[src/rtl/mul_wb_queue.sv]
// Multiplier writeback queue: tracks {op, dest} of issued multiplies in order and
// pairs each returned product with its tag. Optional checker: define MUL_WB_ERR_EN.
module mul_wb_queue #(
  parameter int DEPTH  = 2,
  parameter int DEST_W = 5
) (
  input  logic                         mul_clk,
  input  logic                         reset,
  input  logic                         issue_valid,
  output logic                         issue_ready,
  input  logic [2:0]                   issue_op,
  input  logic [DEST_W-1:0]            issue_dest,
  input  logic                         mul_resp_valid,
  output logic                         mul_resp_ready,
  input  logic [63:0]                  mul_result,
  output logic                         wb_valid,
  input  logic                         wb_ready,
  output logic [DEST_W-1:0]            wb_dest,
  output logic [31:0]                  wb_data,
  output logic [$clog2(DEPTH+1)-1:0]   inflight,
  output logic                         mul_err
);
  localparam int AW = $clog2(DEPTH);

  typedef struct packed {
    logic [2:0]        op;
    logic [DEST_W-1:0] dest;
  } tag_t;

  tag_t        mem [DEPTH];
  tag_t        head;
  logic [AW:0] wptr, rptr;
  logic        full, empty, push, pop;

  // Extra wrap bit distinguishes full from empty when the indices match.
  assign full           = (wptr[AW-1:0] == rptr[AW-1:0]) && (wptr[AW] != rptr[AW]);
  assign empty          = (wptr == rptr);
  assign issue_ready    = !full;
  assign mul_resp_ready = !empty && (!wb_valid || wb_ready);
  assign push           = issue_valid && issue_ready;
  assign pop            = mul_resp_valid && mul_resp_ready;
  assign head           = mem[rptr[AW-1:0]];

  always_ff @(posedge mul_clk)
    if (push) mem[wptr[AW-1:0]] <= {issue_op, issue_dest};

  always_ff @(posedge mul_clk or posedge reset) begin
    if (reset) begin
      wptr     <= '0;
      rptr     <= '0;
      inflight <= '0;
      wb_valid <= 1'b0;
      wb_dest  <= '0;
      wb_data  <= '0;
    end else begin
      if (push) wptr <= wptr + 1'b1;
      if (pop)  rptr <= rptr + 1'b1;
      case ({push, pop})
        2'b10:   inflight <= inflight + 1'b1;
        2'b01:   inflight <= inflight - 1'b1;
        default: ;
      endcase
      // A pop refills the register even when the held word is consumed this cycle.
      if (pop) begin
        wb_valid <= 1'b1;
        wb_dest  <= head.dest;
        wb_data  <= head.op[0] ? mul_result[31:0] : mul_result[63:32];
      end else if (wb_valid && wb_ready) begin
        wb_valid <= 1'b0;
      end
    end
  end

`ifdef MUL_WB_ERR_EN
  always_ff @(posedge mul_clk or posedge reset) begin
    if (reset)
      mul_err <= 1'b0;
    else if ((mul_resp_valid && empty) || (push && !$onehot(issue_op)))
      mul_err <= 1'b1;
  end
`else
  assign mul_err = 1'b0;
`endif

endmodule
[config.mk]
export PLATFORM = sky130hd
export DESIGN_NAME = mul_wb_queue
export DESIGN_NICKNAME = d
export VERILOG_FILES = /design/src/rtl/mul_wb_queue.sv
export SDC_FILE = /design/constraint.sdc
export NUM_CORES = 1
export LEC_CHECK = 0
export CORE_ASPECT_RATIO = 1.2
export CORE_MARGIN = 2
export CORE_UTILIZATION = 35
export DETAILED_ROUTE_END_ITERATION = 16
export PLACE_DENSITY = 0.69
export SETUP_SLACK_MARGIN = 0.4
export SKIP_LAST_GASP = 1
export SYNTH_ARGS = -nofsm -noshare
export SYNTH_HDL_FRONTEND = slang
export SYNTH_SLANG_ARGS = --single-unit
[constraint.sdc]
create_clock -name mul_clk -period 2.15 [get_ports mul_clk]
set_input_delay 0.645 -clock mul_clk [delete_from_list [all_inputs] [get_ports mul_clk]]
set_output_delay 0.645 -clock mul_clk [all_outputs]
set_load 0.1 [all_outputs]
==> run metrics, run 1 <==
post-route clock period utilization 0.930; top cell type's share of synthesized area 0.419; max-cap violations 0; # diodes 0; crit-path cells xor2_2, o21a_4, buf_12; Worst-path clk slew 0.10 ns; drt via density between 4 and 5; Yosys cell types 23; reg-to-reg endpoint wb_data[5]; Starting DRT DRC Count 26; dpl hpwl 4.29 mm; num ports 120; Final Wtd Congestion 0.724; post-synthesis async set-or-reset flop share 0.786; crit end category output pin; DR vias 1809; Die Height 98.9 µm; gr usage total 0.141; CP Launch Type register; Worst Setup SP wptr[1]; die width 83.1 µm; Crit-path slowest cell dfrtp_1; Sink Count 56; Gate Count Post-Synth 164; Crit Path Category reg -> out; wire length per cell 15.4 µm; Pins Over Slew Limit 0; Core Area 0.00727 mm²; RSZ-0062 raised after global routing true; Residual DRC 0; Yosys warning total 0; vias in the first global route 1927; outcome finished, final reports clean; Synth Cell Area 0.00263 mm²; Setup WS pre-CTS -0.0723 ns; top cells by area, synth dfrtp_1, mux2_2, edfxtp_1; Clock Latency Late Sink 0.30 ns; grt total ovfl 0; Starting Density 0.361; first-pass GRT wire length 9.41 mm; crit-path max FO 4; largest net degree at the start of global routing 29; r2r setup slk 0.26 ns; max incr delay on CP 0.42 ns; syn nets approximately 240; die area 0.00821 mm²; Hold Path Depth 1; DR pass1 iterations 4; CTS buffer count 5; final worst slack 0.150 ns; initial antenna violation count 0; fraction of layout cells with a size suffix above 1 0.515; Fin. Hold Viols 0; worst min path class reg -> reg; RR Startpoint rptr[0]; worst endpoint data arrival time 1.35 ns; WL final 6.01 mm; crit path to mul_resp_ready; clk_skew 0.00807 ns; H-tree levels 2; area leader, netlist dfrtp_1; reg2reg path depth 7; EDFF count, synth 12; Post-synth top flop dfrtp_1; fin crit period 2.00 ns; row cnt 34; # port buffers 116; Req. time, crit path 1.50 ns; Mapped Avg Cell Area 16.0 µm²; count leader, synth mux2_2; register area share after synthesis 0.557; buffers plus inverters on the worst setup path 1; cell depth of the worst setup path 3; CTS tree done; endpoints failing setup 0; synthesis-to-finish area growth 62.3%; Post-synth top cells mux2_2, dfrtp_1, edfxtp_1; #FFs+latches synth 56; root buf cell clkbuf_8; Fmax achieved ~0.5 GHz; clk buf depth 2; Crit path max-delay family flip-flops; nets 378; antenna-violating nets left 0
## cell families (layout without fill, tap and decap cells)
family / after synthesis / in the layout / share of synthesized area
compound gates: 6 / 6 / 0.0186
xor+xnor: 10 / 10 / 0.0362
fa+ha+maj: 1 / 1 / 0.00477
buf+inv: 11 / 148 / 0.0405
flops: 56 / 56 / 0.557
mux: 75 / 75 / 0.334
other cells: 1 / 1 / 0.00143
simple gates: 4 / 4 / 0.00763
## placed cells by master (no fill, tap or decap), drive strengths merged
master	n
a21bo	1
buf	62
bufinv	1
clkbuf	7
clkdlybuf4s50	73
clkinv	1
clkinvlp	1
conb	1
dfrtp	44
dlygate4sd2	1
edfxtp	12
ha	1
inv	2
mux2	74
mux2i	1
nand2b	2
nor2	2
o2111ai	1
o211a	1
o211ai	1
o21a	1
o21ai	1
xnor2	6
xor2	4
## per-stage QoR
stage                     std cells  setup TNS (ns)   util  cell area, µm²  hold slack [ns]
after global routing            391               0  0.586            4260            0.527
after global placement          371           -1.65  0.546            3970            0.491
after floorplan                 164               0      -            2670            0.502
after CTS                       385               0  0.569            4140            0.520
final                           391               0  0.586            4260            0.514
after detailed placement        371           -1.94  0.546            3970            0.497
## worst min path at each step
| stage | start | end | slack (ns) |
|---|---|---|---|
| finish | wb_data[13] | wb_data[13] | 0.51 |
| global route | wb_data[6] | wb_data[6] | 0.53 |
| CTS | wb_data[13] | wb_data[13] | 0.52 |
| detailed placement | wb_data[13] | wb_data[13] | 0.50 |
| global placement | wb_data[14] | wb_data[14] | 0.49 |
| floorplan | wptr[1] | wptr[1] | 0.50 |
## timing repair
action / in CTS / in global routing
hold buffers: 0 / 0
setup buffers: 6 / 3
pin swaps: 3 / 0
cloned: 0 / 3
hold endpoints to repair: 0 / 0
gates resized for setup: 5 / 7
setup endpoints to repair: 40 / 40
## cell type report
class | instances | area [µm²]
inverters | 2 | 7.51
fillers | 601 | 3010
clock buffers | 5 | 68.8
well taps | 90 | 113
clock inverters | 3 | 42.5
repair buffers | 138 | 1440
flip-flops and latches | 56 | 1470
multi-input cells | 97 | 1130
## routing by layer
metal | vias to the layer above | part of all wire | global-route usage
met5 | - | 0 | 0
met4 | 0 | 0.0067 | 0.0353
met3 | 4 | 0.064 | 0.0477
met2 | 69 | 0.54 | 0.249
met1 | 879 | 0.39 | 0.165
li1 | 857 | - | -
## state kept, by name, summed over array words and instances (netlist names)
register	cells
inflight	2
mem	12
rptr	2
wb_data	32
wb_dest	5
wb_valid	1
wptr	2
Power of run 1 is not shown: default switching activity piles up to over one toggle a cycle in this logic, so the estimate is an artifact.
==> run 2: changes to the inputs <==
- SLEW_MARGIN: unset -> 20
==> results of run 2 <==
No change in the layout: final DEF, timing and power equal those of run 1.
Power of run 2 is left out for the same reason.
